$ cat src/rtl/dmux16_buffer.sv
// rtl/dmux16_buffer.sv - two-channel valid/ready elastic buffer behind a 16-bit 1-to-2 demux
// Optional occupancy and drop-error outputs are built when DMUX16_BUFFER_STATUS_EN is defined.
module dmux16_buffer #(
    parameter int WIDTH = 16,
    parameter int DEPTH = 4
) (
    input  logic             clk,
    input  logic             rst,
    input  logic [WIDTH-1:0] in_out1,
    input  logic [WIDTH-1:0] in_out2,
    input  logic             in_sel,
    input  logic             in_valid,
    output logic             in_ready,
    output logic [WIDTH-1:0] ch0_data,
    output logic             ch0_valid,
    input  logic             ch0_ready,
    output logic [WIDTH-1:0] ch1_data,
    output logic             ch1_valid,
    input  logic             ch1_ready
`ifdef DMUX16_BUFFER_STATUS_EN
    ,
    output logic [$clog2(DEPTH):0] ch0_count,
    output logic [$clog2(DEPTH):0] ch1_count,
    output logic                   drop_err
`endif
);
    localparam int AW = $clog2(DEPTH);
    localparam int CW = AW + 1;
    localparam logic [CW-1:0] FULL_COUNT = CW'(DEPTH);

    logic [WIDTH-1:0] lane [2];
    logic [WIDTH-1:0] head [2];
    logic [1:0]       full;
    logic [1:0]       empty;
    logic [1:0]       pop_req;
    logic [1:0]       push;
    logic [1:0]       pop;
`ifdef DMUX16_BUFFER_STATUS_EN
    logic [CW-1:0]    count [2];
`endif

    assign lane[0]  = in_out1;
    assign lane[1]  = in_out2;
    assign pop_req  = {ch1_ready, ch0_ready};
    // A full channel refuses even when it pops this cycle: no pass-through path.
    assign in_ready = in_sel ? ~full[1] : ~full[0];

    for (genvar c = 0; c < 2; c++) begin : g_ch
        localparam logic CH_SEL = 1'(c);

        logic [WIDTH-1:0] mem [DEPTH];
        logic [AW-1:0]    wr_ptr;
        logic [AW-1:0]    rd_ptr;
        logic [CW-1:0]    cnt;

        assign full[c]  = (cnt == FULL_COUNT);
        assign empty[c] = (cnt == '0);
        assign push[c]  = in_valid & in_ready & (in_sel == CH_SEL);
        assign pop[c]   = ~empty[c] & pop_req[c];
        assign head[c]  = empty[c] ? '0 : mem[rd_ptr];
`ifdef DMUX16_BUFFER_STATUS_EN
        assign count[c] = cnt;
`endif

        always_ff @(posedge clk) begin
            if (rst) begin
                wr_ptr <= '0;
                rd_ptr <= '0;
                cnt    <= '0;
            end else begin
                if (push[c]) begin
                    mem[wr_ptr] <= lane[c];
                    wr_ptr      <= wr_ptr + AW'(1);
                end
                if (pop[c]) begin
                    rd_ptr <= rd_ptr + AW'(1);
                end
                case ({push[c], pop[c]})
                    2'b10:   cnt <= cnt + CW'(1);
                    2'b01:   cnt <= cnt - CW'(1);
                    default: cnt <= cnt;
                endcase
            end
        end
    end

    assign ch0_data  = head[0];
    assign ch0_valid = ~empty[0];
    assign ch1_data  = head[1];
    assign ch1_valid = ~empty[1];

`ifdef DMUX16_BUFFER_STATUS_EN
    logic rej_q;
    logic rej_sel_q;
    logic rej;

    assign rej       = in_valid & ~in_ready;
    assign ch0_count = count[0];
    assign ch1_count = count[1];

    // Sticky: a producer that keeps retrying the same full channel back-to-back.
    always_ff @(posedge clk) begin
        if (rst) begin
            rej_q     <= 1'b0;
            rej_sel_q <= 1'b0;
            drop_err  <= 1'b0;
        end else begin
            rej_q     <= rej;
            rej_sel_q <= in_sel;
            if (rej && rej_q && (in_sel == rej_sel_q)) begin
                drop_err <= 1'b1;
            end
        end
    end
`endif

endmodule
$ cat config.mk
export PLATFORM = sky130hd
export DESIGN_NAME = dmux16_buffer
export DESIGN_NICKNAME = d
export VERILOG_FILES = /design/src/rtl/dmux16_buffer.sv
export SDC_FILE = /design/constraint.sdc
export NUM_CORES = 1
export LEC_CHECK = 0
export CAP_MARGIN = 25
export CORE_ASPECT_RATIO = 1.4
export CORE_MARGIN = 2
export CORE_UTILIZATION = 45
export DETAILED_ROUTE_END_ITERATION = 8
export PLACE_DENSITY = 0.76
export SLEW_MARGIN = 20
export SYNTH_ARGS = -nofsm -noshare
export SYNTH_HDL_FRONTEND = slang
export SYNTH_SLANG_ARGS = --single-unit
$ cat constraint.sdc
create_clock -name clk -period 4.3 [get_ports clk]
set_clock_uncertainty 0.05 [all_clocks]
set_input_delay 0.86 -clock clk [delete_from_list [all_inputs] [get_ports clk]]
set_output_delay 0.86 -clock clk [all_outputs]
set_load 0.05 [all_outputs]
== Yosys cells after proc, flatten, opt, wreduce, memory -nomap -nowiden ==
Memories as Yosys holds them, arrays and structs flattened. A register that Yosys moved wholly into a read port is not among the register bits.
Cells that the tools add are included.

* Add/subtract/negate cells: 8
* Eq/ne operators: 6
* Multiplexer cells: 15
* Bitwise gates (word level): 10
* Reductions and logical operators: 4

{| class="wikitable"
|+ Operators by type and width
! kind !! count
|-
| $mux W16 || 2
|-
| $pmux W3 S2 || 2
|-
| $add A2 B1 Y2 const B || 4
|-
| $mux W2 || 4
|-
| $mux W1 || 7
|-
| $add A3 B1 Y3 const B || 2
|-
| $eq A3 B3 Y1 const B || 2
|-
| $logic_not A3 Y1 || 2
|-
| $sub A3 B1 Y3 const B || 2
|-
| $and A1 B1 Y1 || 5
|-
| $not A1 Y1 || 5
|-
| $eq A2 B1 Y1 const B || 2
|-
| $eq A2 B2 Y1 const B || 2
|-
| $reduce_bool A2 Y1 || 2
|}

* Flip-flop bits (word level): 14
* Memory bits (writable): 128
* Word-level logic and storage cells: 51
* Memories kept: 2

{| class="wikitable"
|+ Memory list
! name !! depth !! width !! read ports !! clocked after memory_dff !! wr ports !! RTL line !! source
|-
| g_ch[0].mem || 4 || 16 || 1 || 1 || 1 || 51 || <nowiki>logic [WIDTH-1:0] mem [DEPTH];</nowiki>
|-
| g_ch[1].mem || 4 || 16 || 1 || 1 || 1 || 51 ||
|}

== Longest topological paths before layout ==
Gate-level depths: netlist of run 1.

* Word-level depth: 8
* Gate-level depth with buffers: 9
* Mapped depth without buffers: 9

== Worst setup path before layout of run 1 ==
Ideal clock, no wire load.

* Path type: input to output
* Start: input port in_sel
* End: output port in_ready
* Arrival: 1.706 ns
* Required time: 3.390 ns
* Slack: 1.684 ns
* Stages: 1
* Buffers on the path: 0
* Cell sequence: mux2i_1

* Longest elaborated chain between the ends: 1

{| class="wikitable"
|+ Ends and longest elaborated chain
! what !! RTL line !! source
|-
| start: declaration || 11 || <nowiki>input logic in_sel,</nowiki>
|-
| $mux W1 || 46 || <nowiki>assign in_ready = in_sel ? ~full[1] : ~full[0];</nowiki>
|-
| end: declaration || 13 || <nowiki>output logic in_ready,</nowiki>
|}

No other way between the ends.

==> results of run 1 <==
-- flip-flops by register name (all words and copies together) (netlist names), named ones only --
signal / flops
g_ch.rd_ptr: 4
g_ch.wr_ptr: 4
g_ch.cnt: 6
g_ch.mem: 128
-- stage by stage --
stage                     power (mW)  worst slack [ns]
after floorplan                 3.14              1.68
after global placement          3.57             0.898
after detailed placement        3.61             0.859
after CTS                       5.03             0.732
after global routing            5.19             0.621
final                           4.96             0.805
-- cell families after synthesis --
kind of cell	after synthesis	share of synthesized area (%)
compound gates	14	1.24
buf+inv	27	2.79
simple gates	73	10.2
flops	146	69.6
xor+xnor	6	0.869
mux	36	12.6
fa+ha+maj	12	2.73
-- final cells by class --
type | count | area share, %
inverter | 15 | 0.748
clock buffer | 17 | 5.65
tap | 182 | 3.03
clock inverter | 15 | 1.94
sequential | 146 | 55.9
multi-input combinational | 141 | 22.2
timing repair buffer | 82 | 10.6
-- Yosys cell counts (all sizes together), types with 2 or more instances --
cell | count | area share (%)
a21oi | 7 | 0.58
and2 | 8 | 0.83
buf | 10 | 1.7
clkbuf | 2 | 0.12
dfxtp | 18 | 6.0
edfxtp | 128 | 64
fa | 2 | 0.66
ha | 10 | 2.1
inv | 15 | 0.93
mux2i | 3 | 0.50
mux4 | 32 | 12
nand2 | 3 | 0.19
nand2b | 4 | 0.41
nor2 | 12 | 0.75
nor2b | 32 | 5.8
nor3 | 2 | 0.54
nor3b | 3 | 0.54
o21ai | 5 | 0.41
o31ai | 2 | 0.25
or3 | 5 | 0.52
xor2 | 6 | 0.87
-- report_power, final --
group / total (mW) / switching (mW) / internal (mW) / leakage (nW)
clock: 1.41 / 0.597 / 0.812 / 0.265
combinational: 1.87 / 1.13 / 0.749 / 0.932
sequential: 1.68 / 0.0698 / 1.61 / 1.30
total: 4.96 / 1.79 / 3.17 / 2.50
-- path summary, 6_finish.rpt --
kind                                   startpoint        endpoint  slack [ns]
worst min register to register  g_ch[1].rd_ptr[1]       flip-flop        0.44
worst max-delay path                    flip-flop     ch0_data[4]        0.80
worst max register to register     g_ch[0].cnt[2]  g_ch[0].cnt[2]        1.89
worst min-delay path            g_ch[1].rd_ptr[1]       flip-flop        0.44
-- worst register-to-register path, delay by kind of cell (launching register included) --
family	cells	cell delay [ns]
XOR/XNOR	1	0.17
flip-flops	1	0.44
buffers and inverters	2	0.15
AND/OR/NAND/NOR	3	0.81
adder cells (fa/ha/maj)	2	0.56
AO/OA/AOI/OAI	1	0.15
-- per-layer routing --
metal	global-route usage, %	vias up
met2	27.6	82
met5	0	-
li1	-	1381
met3	4.61	8
met1	17.7	1516
met4	5.96	0
==> reports/qor.csv, run 1 <==
metric;value;unit
outcome;complete, no violations;
port_buffers;72;
grt_overflow_total;0;
die_y;141;um
wl_met2;5760;um
cts_buffers;17;
dp_hpwl;6700;um
final_area;7530;sq um
htreeDepth;4;
die_w;102;um
tightest_slew;0.850;ns
cp_num_buf_inv;1;
globalplace.congestion;0.680;
ant_nets;0;
grt_pass1_vias;3232;
routed_wl;10400;um
via_per_inst;4.99;
multi_input_area;1670;sq um
cts_setup_buffers;0;
critPathMaxFanout;16;
period_minus_slack;3.50;ns
grt_pass1_wl;16600;um
post_drt_wl_per_cell;17.3;um
syn-instance-count;314;
slew_viol_final;0;
post_cts_resized;0;
clkTransAtPathRegs;0.06;ns
power.leakage;2.50;nW
cellPowerDensity;659;nW/um^2
finalHoldViolations;0;
cap_violations;0;
peakVddDrop;515;uV
stdcell_count;598;
cts_hold_repair.buffers;0;
die-area;14400;sq um
num_rows;50;
syn_area_per_cell;19.3;sq um
cp_slowest_cell;dfxtp_1;
grt_max_degree;22;
final_common_cell;edfxtp_1;
synth_cell_types;32;
core_area;13300;sq um
cts_sinks;146;
seq_area;4200;sq um
area_delta_synth_final;24.5;%
worstPathCellList;mux4_2, nor2b_1, clkdlybuf4s50_1;
track_usage;15.7;%
ys.warnings.count;0;
rsz0062_at_grt;no;
drc;0;
worstPathArrival;2.59;ns
ys_seq_area_share;69.6;%
hp-class;flip-flop to flip-flop;
place_area;6960;sq um
start_kind;flip-flop;
synth-main-ff-cell;edfxtp_1;
worst-path-stages;3;
worst_ep_required_time;3.39;ns
filler_cell_count;1059;
nets;453;
synth_area;6040;sq um
synth_fp_nets;364;
min_path_cells;2;
drt_iter0_drc;129;
initial_core_util;45.6;%
fin_util;56.8;%
firstDrtPassIters;4;
crit_type;flip-flop to output port;
drive_gt1_share;24.0;%
root_buffer;clkbuf_16;
antenna_found_initial;0;
period_share;81.3;%
tns;0;ns
cp-end-kind;output port;
ys_ff_latch;146;
io_pins;73;
ff2ff_path_depth;9;
layout_common_cells;128 x edfxtp_1, 72 x clkdlybuf4s50_1, 32 x mux4_2;
fmax;286;MHz
top_layer;met4;
whs;0.444;ns
synth_edf_count;128;
wl_met3;452;um
clk_latency;0.41;ns
dp_cells;566;
vias;2987;
clock_path_buffers;2;
slowest_delay;0.86;ns
async_flop_share;0;%
finalSetupViolCount;0;
wl_met1;4040;um
cts_tree;built;
crit_family;flip-flops;
slew_headroom;43.4;%
antenna-diode-count;0;
Note: power is estimated with default switching activity, not from simulation.
==> run 2, diff against run 1 <==
--- a/config.mk
+++ b/config.mk
@@ -10,7 +10,7 @@
 export CORE_MARGIN = 2
 export CORE_UTILIZATION = 45
 export DETAILED_ROUTE_END_ITERATION = 8
-export PLACE_DENSITY = 0.76
+export PLACE_DENSITY = 0.78
 export SLEW_MARGIN = 20
 export SYNTH_ARGS = -nofsm -noshare
 export SYNTH_HDL_FRONTEND = slang
==> constraint.sdc (replaced) <==
create_clock -name clk -period 3 [get_ports clk]
set_clock_uncertainty 0.05 [all_clocks]
set_input_delay 0.6 -clock clk [delete_from_list [all_inputs] [get_ports clk]]
set_output_delay 0.6 -clock clk [all_outputs]
set_load 0.05 [all_outputs]
==> run 2 against run 1 <==
  * First-iteration DRC count fell by 29%
  * Utilization fell by 0.18 points
  * Power rose by 42%
  * Wire length fell by 4.1%
  * Count of clock-buffer cells in the layout did not move
  * Global-route usage fell by 0.66 points
==> reports/qor.csv, run 2 (synthesis gave the netlist of run 1 again) <==
metric;value;unit
finalHoldViolations;0;
initial_core_util;45.6;%
track_usage;15.0;%
final_common_cell;edfxtp_1;
globalplace.congestion;0.711;
critPathMaxFanout;16;
core_area;13300;sq um
cts_sinks;146;
cts_buffers;17;
num_rows;50;
power.leakage;2.61;nW
tns;0;ns
ff2ff_path_depth;8;
layout_common_cells;128 x edfxtp_1, 48 x buf_4, 38 x clkdlybuf4s50_1;
dp_hpwl;6470;um
worstPathArrival;1.93;ns
nets;458;
rsz0062_at_grt;no;
slew_headroom;66.0;%
worstReg2RegStart;g_ch[1].cnt[2];
grt_overflow_total;0;
root_buffer;clkbuf_16;
via_per_inst;4.92;
grt_max_degree;20;
clock_path_buffers;2;
cts_tree;built;
power;7.05;mW
antenna_found_initial;0;
htreeDepth;4;
crit_type;flip-flop to output port;
r2r_slack;0.58;ns
post_cts_resized;0;
post_drt_wl_per_cell;16.5;um
drive_gt1_share;33.3;%
grt_pass1_wl;16100;um
clk_latency;0.40;ns
cap_violations;0;
routed_wl;9930;um
period_minus_slack;2.58;ns
slew_viol_final;0;
finalSetupViolCount;0;
grt_pass1_vias;3242;
drt_iter0_drc;91;
largest_register_ff_count;128;
peakVddDrop;578;uV
outcome;complete, no violations;
antenna-diode-count;0;
die_y;141;um
tightest_slew;0.509;ns
cellPowerDensity;940;nW/um^2
ant_nets;0;
die-area;14400;sq um
worstSetupEndpoint;ch1_data[15];
port_buffers;72;
top_register;g_ch.mem;
io_pins;73;
cp-end-kind;output port;
firstDrtPassIters;4;
clkTransAtPathRegs;0.07;ns
start_kind;flip-flop;
fmax;387;MHz
cts_hold_repair.buffers;0;
worst_ep_required_time;2.35;ns
hp-class;flip-flop to flip-flop;
filler_cell_count;1045;
cts_setup_buffers;0;
area_delta_synth_final;24.1;%
top_regs;g_ch.mem: 128 flops, g_ch.cnt: 6 flops;
period_share;86.1;%
vias;2968;
die_w;102;um
drc;0;
r2r-end;g_ch[1].cnt[2];
run 2: cell types whose count changed in the layout (fill, tap and decap cells not counted):
cell,delta
buf_4,+38
clkinv_8,+2
clkinvlp_4,-4
buf_12,+1
clkdlybuf4s50_1,-34
bufinv_16,-1
inv_6,+1
inv_8,+3
clkinv_1,-1
run 2: metal layers:
layer  track usage [%]  vias to the layer above  share of wire (%)  routed length, um
met3              3.47                       10                4.4                432
met5                 0                        -                  0                  0
met4              5.54                        0                1.1                111
met1              17.4                     1481                 41               4040
li1                  -                     1397                  -                  -
met2              26.8                       80                 54               5340
run 2: report_power, final:
part           internal [mW]  switching [mW]
clock network           1.12           0.911
logic                   1.00            1.63
registers               2.31          0.0835
total                   4.43            2.63
run 2: area by class of cell:
type	instances	area [sq um]	area share [%]
clock inverters	15	158	2.10
inverters	15	56.3	0.750
multi-input cells	141	1670	22.3
well taps	182	228	3.03
flip-flops and latches	146	4200	56.0
repair buffers	87	761	10.1
clock buffers	17	425	5.67
run 2: worst max-delay path, cell delays in order, from the launching register on:
cell     delay, ns
dfxtp_1       0.31
buf_4         0.30
mux4_2        0.55
nor2b_1       0.15
buf_4         0.20
run 2: how the worst min path moves through the flow:
stage	cells after the start	to	start	slack [ns]
5_1_grt	2	flip-flop	g_ch[0].rd_ptr[1]	0.48
4_1_cts	2	g_ch[1].rd_ptr[1]	g_ch[1].rd_ptr[1]	0.45
3_5_place_dp	2	flip-flop	g_ch[1].rd_ptr[1]	0.44
6_report	2	flip-flop	g_ch[1].rd_ptr[1]	0.44
2_1_floorplan	2	flip-flop	g_ch[0].rd_ptr[1]	0.41
3_3_place_gp	2	g_ch[0].rd_ptr[1]	g_ch[0].rd_ptr[1]	0.42
run 2: metrics by stage:
| step | hold WS (ns) | setup slack, ns | instances | instance area [sq um] | util (%) |
|---|---|---|---|---|---|
| after global routing | 0.476 | 0.301 | 603 | 7500 | 56.6 |
| after CTS | 0.447 | 0.348 | 603 | 7500 | 56.6 |
| after floorplan | 0.409 | 0.836 | 314 | 6040 | - |
| final | 0.445 | 0.418 | 603 | 7500 | 56.6 |
| after detailed placement | 0.437 | 0.222 | 571 | 6920 | 52.2 |
| after global placement | 0.420 | 0.329 | 571 | 6920 | 52.2 |
==> run 3, diff against run 2 <==
--- a/config.mk
+++ b/config.mk
@@ -10,7 +10,7 @@
 export CORE_MARGIN = 2
 export CORE_UTILIZATION = 45
 export DETAILED_ROUTE_END_ITERATION = 8
-export PLACE_DENSITY = 0.78
+export PLACE_DENSITY = 0.67
 export SLEW_MARGIN = 20
 export SYNTH_ARGS = -nofsm -noshare
 export SYNTH_HDL_FRONTEND = slang
==> constraint.sdc (replaced) <==
create_clock -name clk -period 2.65 [get_ports clk]
set_clock_uncertainty 0.05 [all_clocks]
set_input_delay 0.53 -clock clk [delete_from_list [all_inputs] [get_ports clk]]
set_output_delay 0.53 -clock clk [all_outputs]
set_load 0.05 [all_outputs]
==> run 3 against run 2 <==
  * Combinational power grew 14%
  * Register-to-register slack lost 0.25 ns
  * Design area grew 2.1%
  * Critical path type unchanged
==> reports/qor.csv, run 3 (synthesis gave the netlist of run 1 again) <==
metric;value;unit
cts_hold_repair.buffers;0;
fmax;397;MHz
vias;3043;
min_path_cells;2;
post_cts_resized;0;
net-switching-power;2.99;mW
start_kind;flip-flop;
tightest_slew;0.419;ns
critPathMaxFanout;16;
initial_core_util;45.6;%
root_buffer;clkbuf_16;
final_area;7660;sq um
cts_tree;built;
cellPowerDensity;1060;nW/um^2
seq_power_share;33.4;%
core_area;13300;sq um
worstPathArrival;1.94;ns
nets;461;
hp-class;flip-flop to flip-flop;
drc;0;
port_buffers;72;
place_area;7040;sq um
worstHoldEndpoint;g_ch[1].rd_ptr[1];
path_common_cell;buf_4;
cts_buffers;17;
io_pins;73;
cp_slowest_cell;mux4_2;
grt_max_degree;20;
grt_overflow_total;0;
clock_power_share;29.6;%
cap_violations;0;
drive_gt1_share;34.0;%
whs;0.446;ns
worstReg2RegStart;g_ch[1].cnt[2];
die_y;141;um
r2r_slack;0.33;ns
dp_hpwl;6550;um
post_drt_wl_per_cell;16.8;um
finalHoldViolations;0;
final_common_cell;edfxtp_1;
die-area;14400;sq um
dp_slack;0.0453;ns
grt_pass1_vias;3181;
clock_path_buffers;2;
p_sw_share;36.9;%
rsz0062_at_grt;no;
grt_pass1_wl;16200;um
worst_ep_required_time;2.07;ns
worst_slack;0.132;ns
ff2ff_path_depth;8;
routed_wl;10200;um
slowest_delay;0.54;ns
outcome;complete, no violations;
antenna_found_initial;0;
ant_nets;0;
power;8.10;mW
antenna-diode-count;0;
area_delta_synth_final;26.7;%
clk_latency;0.42;ns
peakVddDrop;991;uV
htreeDepth;4;
cp-end-kind;output port;
cts_sinks;146;
period_share;95.0;%
period_minus_slack;2.52;ns
worstPathCellList;buf_4, mux4_2, nor2b_1, buf_4;
p_int;5.11;mW
power.leakage;2.66;nW
firstDrtPassIters;4;
top_regs;g_ch.mem: 128 flops, g_ch.cnt: 6 flops;
comb_power_share;37.0;%
top_register;g_ch.mem;
r2r-end;g_ch[1].cnt[2];
drt_iter0_drc;99;
crit_type;flip-flop to output port;
die_w;102;um
cts_setup_buffers;0;
finalSetupViolCount;0;
clkTransAtPathRegs;0.06;ns
tns;0;ns
slew_headroom;72.1;%
largest_register_ff_count;128;
track_usage;15.3;%
holdCritStartpoint;g_ch[1].rd_ptr[1];
layout_common_cells;128 x edfxtp_1, 43 x buf_4, 37 x clkdlybuf4s50_1;
num_rows;50;
slew_viol_final;0;
globalplace.congestion;0.705;
via_per_inst;5.02;
[run 3: how the worst max path moves through the flow]
stage                           endpoint  cells past startpoint
after floorplan           g_ch[1].cnt[2]                      8
after global placement    g_ch[0].cnt[2]                      9
after detailed placement  g_ch[0].cnt[2]                      9
after CTS                    ch1_data[0]                      4
after global routing         ch0_data[2]                      4
final                       ch0_data[15]                      4
[run 3: area by class of cell]
cell class / count / area (sq um)
well taps: 182 / 228
multi-input cells: 141 / 1670
flip-flops and latches: 146 / 4200
inverters: 15 / 56.3
fillers: 1052 / 5600
clock inverters: 15 / 190
repair buffers: 90 / 885
clock buffers: 17 / 425
[run 3: through the flow]
step | instances | utilization [%]
after floorplan | 314 | -
after global placement | 574 | 53.1
after detailed placement | 574 | 53.1
after CTS | 606 | 57.7
after global routing | 606 | 57.8
final | 606 | 57.8
[run 3: critical path: cells and delay by family (launching register included)]
kind | cells | cell delay, ns
flip-flops | 1 | 0.31
buffers and inverters | 2 | 0.52
multiplexers | 1 | 0.54
AND/OR/NAND/NOR | 1 | 0.15
[run 3: power groups by stage]
stage | Combinational (mW) | Sequential, mW | Clock, mW
floorplan | 2.37 | 2.74 | 0
global placement | 3.02 | 2.75 | 0
detailed placement | 3.05 | 2.75 | 0
CTS | 3.05 | 2.70 | 2.45
global route | 3.20 | 2.72 | 2.53
finish | 3.00 | 2.70 | 2.40
[run 3: layer usage]
metal  vias to the layer above  global-route usage [%]  share of wire (%)
met1                      1561                    17.7                 40
met4                         0                    5.89               0.97
met3                         9                    4.46                4.9
li1                       1399                       -                  -
met2                        74                    26.5                 54
met5                         -                       0                  0
==> variant 1, RTL diff (config.mk and constraints of run 2) <==
The parameter `WIDTH` goes from 16 to 18.
--- a/src/rtl/dmux16_buffer.sv
+++ b/src/rtl/dmux16_buffer.sv
@@ -3,3 +3,3 @@
 module dmux16_buffer #(
-    parameter int WIDTH = 16,
+    parameter int WIDTH = 18,
     parameter int DEPTH = 4
Interface: changed (resized ch0_data, ch1_data, in_out1 and in_out2); port bits go from 73 to 81. The function was not compared with the original's and may differ.
==> variant 1 against run 2 <==
- wire length rose by 14%
- sequential cell count rose by 16
- worst setup slack got worse by 51 ps
- final area rose by 7.5%
- power rose by 4.4%
- core utilization rose by 1.1 points
- combinational power rose by 3%
- critical path depth did not move
- hold slack got worse by 0.98 ps
- synthesized area rose by 7.2%
- count of clock-buffer cells in the layout rose by 2
==> variant 1: results (changes against run 2) <==
Status
  • Status: finished, final reports clean

Clocking
  • Worst skew pair latency: about 400 ps
  • Clock-pin slew on the worst setup and hold paths: ~60 ps
  • Clock Tree Buf Depth: 2 (unchanged)
  • Setup bufs post-CTS: 0 (unchanged)
  • CTS root buf: clkbuf_16
  • H-tree Lvls: 4 (unchanged)
  • CTS Buf Count: 17 (unchanged)
  • Post-cts resize count: 0 (unchanged)

Final layout
  • Final net count: 495 (+8.1%)
  • # diodes: 0 (unchanged)
  • Layout fillers: 1053 (+0.77%)
  • Layout cells sized above 1: 27.97% (-5.3 points)
  • Largest regs: g_ch.mem (144), g_ch.cnt (6)
  • Multi-input logic area: 0.001640 sq mm (-1.9%)

Place
  • Input/output buffers: 80 (+11%)
  • Hpwl dp: 7.368 mm (+14%)
  • GP Congestion: 0.7243 (+1.9%)

Yosys
  • Post-synth EDFFs: 144 (+13%)
  • Area contributors post-synth: edfxtp_1, mux4_2, dfxtp_1
  • Post-synth top cells: edfxtp_1, mux4_2, nor2b_1
  • Yosys synthesis warning count: 0 (unchanged)
  • Synthesized Nets: 394 (+8.2%)
  • Distinct cells, synth: 32 (unchanged)
  • Seq/Total Area, Yosys: 72.29% (+2.7 points)
  • Async S/R FF share, synth: 0% (unchanged)

Setup path
  • WP data arrival: 1980 ps (+50 ps)
  • Worst R2R Path Depth: 8 (unchanged)
  • Top fanout value on the critical path: 18 (+2)

Routing
  • DRT iter0 DRCs: 146 (+60%)
  • Drt first pass iters: 4 (unchanged)
  • Avg Vias per Cell: 5.171 (+5.0%)
  • Total Wirelength: 11.29 mm (+14%)

GRT
  • First-pass GRT wire length: 18.17 mm (+13%)
  • Vias in the first global route: 3545 (+9.3%)
  • Initial antenna violation count: 0 (unchanged)
  • All-Layer GR Usage: 15.74% (+0.72 points)
  • Largest net degree at the start of global routing: 21 (+5.0%)

Power and ir drop
  • Leak Pwr: 2.738 nW (+4.8%)
  • IR drop worst, VDD: 0.6132 mV (+6.1%)

Hold path
  • Worst hold path type: reg2reg
  • Min-Delay Path Depth: 2 (unchanged)

STA
  • Slew @ Worst Pin: 515.0 ps (+6.403 ps)
==> variant 1: cell count changes in the layout (fill, tap and decap cells not counted), moves of 5 or more <==
cell / change
nor2b_4: -17
edfxtp_1: +16
clkdlybuf4s50_1: +5
nor2b_1: +21
==> variant 1: where the power goes <==
part | leakage [nW] | switching [W] | internal, W
logic | 1.02 | 0.00174 | 0.000973
registers | 1.45 | 0.0000724 | 0.00256
clock network | 0.275 | 0.000867 | 0.00116
total | 2.74 | 0.00268 | 0.00469
==> variant 1: final timing paths <==
kind	from	end	slack [ps]
worst max-delay path	flip-flop	ch0_data[11]	370
worst min-delay path	g_ch[0].rd_ptr[1]	g_ch[0].rd_ptr[1]	440
worst max register to register	g_ch[1].cnt[2]	g_ch[1].cnt[2]	650
worst min register to register	g_ch[0].rd_ptr[1]	g_ch[0].rd_ptr[1]	440
==> variant 1: critical path, cell delays in order, from the launching register on <==
cell,delay (ps)
dfxtp_1,300
buf_4,340
mux4_2,550
nor2b_1,160
buf_4,200
==> variant 1: kinds of logic (layout without fill, tap and decap cells) <==
family	Yosys count	after routing	share of synthesized area, %
multiplexers	40	40	13.15
buffers and inverters	29	143	2.549
AND/OR/NAND/NOR	77	77	7.492
XOR/XNOR	6	6	0.8110
adder cells (fa/ha/maj)	12	12	2.549
flip-flops	162	162	72.29
AO/OA/AOI/OAI	14	14	1.158
==> variant 1: area by class of cell <==
type                       instances  area share [%]
clock inverter                    13           1.598
clock buffer                      19           5.368
multi-input combinational        149           20.34
tap                              185           2.870
sequential                       162           58.08
inverter                          15          0.6981
timing repair buffer              96           11.05
==> variant 1: per-layer routing <==
layer	GRT usage (%)	part of all wire, %	vias to the layer above
li1	-	-	1510
met1	18.20	40	1677
met3	5.195	6.3	9
met4	6.467	0.82	0
met2	26.81	53	108
met5	0	0	-
==> variant 1: stage by stage <==
stage | total power (W) | std cells | instance area (sq um) | setup WS [ps]
after floorplan | 0.004673 | 340 | 6480 | 743.0
after global placement | 0.005368 | 607 | 7503 | 360.1
after detailed placement | 0.005422 | 607 | 7503 | 272.7
after CTS | 0.007449 | 639 | 8065 | 318.0
after global routing | 0.007676 | 639 | 8065 | 229.5
final | 0.007366 | 639 | 8065 | 367.3
==> variant 2, RTL diff (flow settings as in run 2) <==
Without the edit above. Add a define of `DMUX16_BUFFER_STATUS_EN`.
--- a/src/rtl/dmux16_buffer.sv
+++ b/src/rtl/dmux16_buffer.sv
@@ -2,2 +2,4 @@
 // Optional occupancy and drop-error outputs are built when DMUX16_BUFFER_STATUS_EN is defined.
+`define DMUX16_BUFFER_STATUS_EN
+
 module dmux16_buffer #(
Function (old outputs only; new: ch0_count, ch1_count and drop_err): kept (equiv_simple and equiv_induct, registers matched by name and starting in step).
==> variant 2 against run 2 <==
- worst setup slack got worse by 54 ps
- wire length rose by 7.0%
- sequential cell count rose by 3
- register-to-register slack improved by 90 ps
- synthesized area rose by 0.46%
- power fell by 0.46%
- final area rose by 1.2%
- combinational power fell by 2%
- largest cell class unchanged
- highest routed layer unchanged
==> variant 2: results (changes against run 2) <==
Yosys
  • Post-synthesis compound-gate area fraction: 1.381% (+0.14 points)
  • Post-synth top cells: edfxtp_1, nor2b_1, dfxtp_1
  • Seq/Total Area, Yosys: 70.22% (+0.67 points)
  • Area contributors post-synth: edfxtp_1, mux4_2, dfxtp_1
  • Post-Synth Adder-Cell Area: 2.720% (-0.012 points)
  • Syn_area_per_cell: 18.74 sq um (-2.6%)
  • Mux cell area share after synthesis: 13.35% (+0.75 points)
  • Top-area cell type share of the netlist area: 63.30% (-0.29 points)
  • Synthesized Nets: 374 (+2.7%)
  • Post-Synth XOR/XNOR Area: 1.010% (+0.14 points)

Final layout
  • Largest regs: g_ch.mem (128), g_ch.rd_ptr (4), g_ch.wr_ptr (4)
  • Final net count: 474 (+3.5%)

Routing
  • Avg Vias per Cell: 4.956 (+0.70%)
  • WL met3: 435 um (+0.69%)
  • Routed len/inst: 17.16 um (+4.2%)
  • Detailed-route via count: 3068 (+3.4%)
  • Metal-1 WL: 4.333 mm (+7.1%)
  • Met2 Routed Length: 5.709 mm (+6.9%)

Status
  • Status: finished, final reports clean

Hold path
  • Hold Path Origin: rej_q

GRT
  • First-pass GRT wire length: 16.29 mm (+0.98%)
  • Largest net degree at the start of global routing: 22 (+10%)
  • Vias in the first global route: 3184 (-1.8%)
  • All-Layer GR Usage: 15.44% (+0.42 points)

STA
  • Slew @ Worst Pin: 509.5 ps (+0.9681 ps)
  • Min Hold Slack: 407.7 ps (-36.86 ps)

Setup path
  • R2R Path End: ch0_count[2]
  • Worst R2R Path Depth: 9 (+1)
  • Reg2reg setup slack: 670 ps (+90 ps)

Place
  • Hpwl dp: 6.831 mm (+5.6%)
  • GP Congestion: 0.7265 (+2.2%)

Power and ir drop
  • Switch Pwr: 0.002500 W (-4.8%)
[variant 2: worst max path at each step]
stage	start	cells past startpoint	endpoint
after floorplan	ch0_count[0]	3	ch0_data[10]
after global placement	in_sel	9	ch1_count[2]
after detailed placement	in_sel	9	ch0_count[2]
after CTS	flip-flop	4	ch0_data[15]
after global routing	flip-flop	4	ch0_data[2]
final	flip-flop	4	ch0_data[15]
[variant 2: critical path: stages (launching register included)]
cell     delay, ps
dfxtp_1        310
buf_4          300
mux4_1         590
nor2b_1        160
buf_4          200
[variant 2: stage by stage]
| stage | power [W] | setup WS, ps | util [%] | instance area [sq um] |
|---|---|---|---|---|
| final | 0.007022 | 363.7 | 57.25 | 7592 |
| after global routing | 0.007313 | 250.4 | 57.25 | 7592 |
| after CTS | 0.007104 | 311.4 | 57.25 | 7592 |
| after detailed placement | 0.005095 | 177.7 | 52.97 | 7025 |
| after global placement | 0.005055 | 290.4 | 52.97 | 7025 |
| after floorplan | 0.004398 | 474.0 | - | 6072 |
[variant 2: power by group through the flow]
stage | clock, W | combinational, W | sequential (W)
after CTS | 0.00204 | 0.00262 | 0.00244
final | 0.00200 | 0.00258 | 0.00244
after floorplan | 0 | 0.00183 | 0.00256
after global routing | 0.00213 | 0.00273 | 0.00245
after global placement | 0 | 0.00258 | 0.00248
after detailed placement | 0 | 0.00261 | 0.00249
[variant 2: logic make-up after synthesis]
logic type	count (synthesis)
AO/OA/AOI/OAI	15
XOR/XNOR	7
adder cells (fa/ha/maj)	12
buffers and inverters	29
flip-flops	149
multiplexers	36
AND/OR/NAND/NOR	76
[variant 2: layer usage]
metal  GRT usage, %  vias up
li1               -     1440
met3          4.187       12
met1          18.06     1541
met2          26.73       75
met5              0        -
met4          6.105        0
[variant 2: area by class of cell]
| type | count | area (sq um) | share of cell area [%] |
|---|---|---|---|
| Sequential cell | 149 | 4264 | 56.16 |
| Multi-Input combinational cell | 146 | 1643 | 21.64 |
| Timing Repair Buffer | 94 | 830.8 | 10.94 |
| Clock buffer | 24 | 494.2 | 6.510 |
| Tap cell | 182 | 227.7 | 2.999 |
| Clock inverter | 8 | 72.57 | 0.9558 |
| Inverter | 16 | 60.06 | 0.7910 |
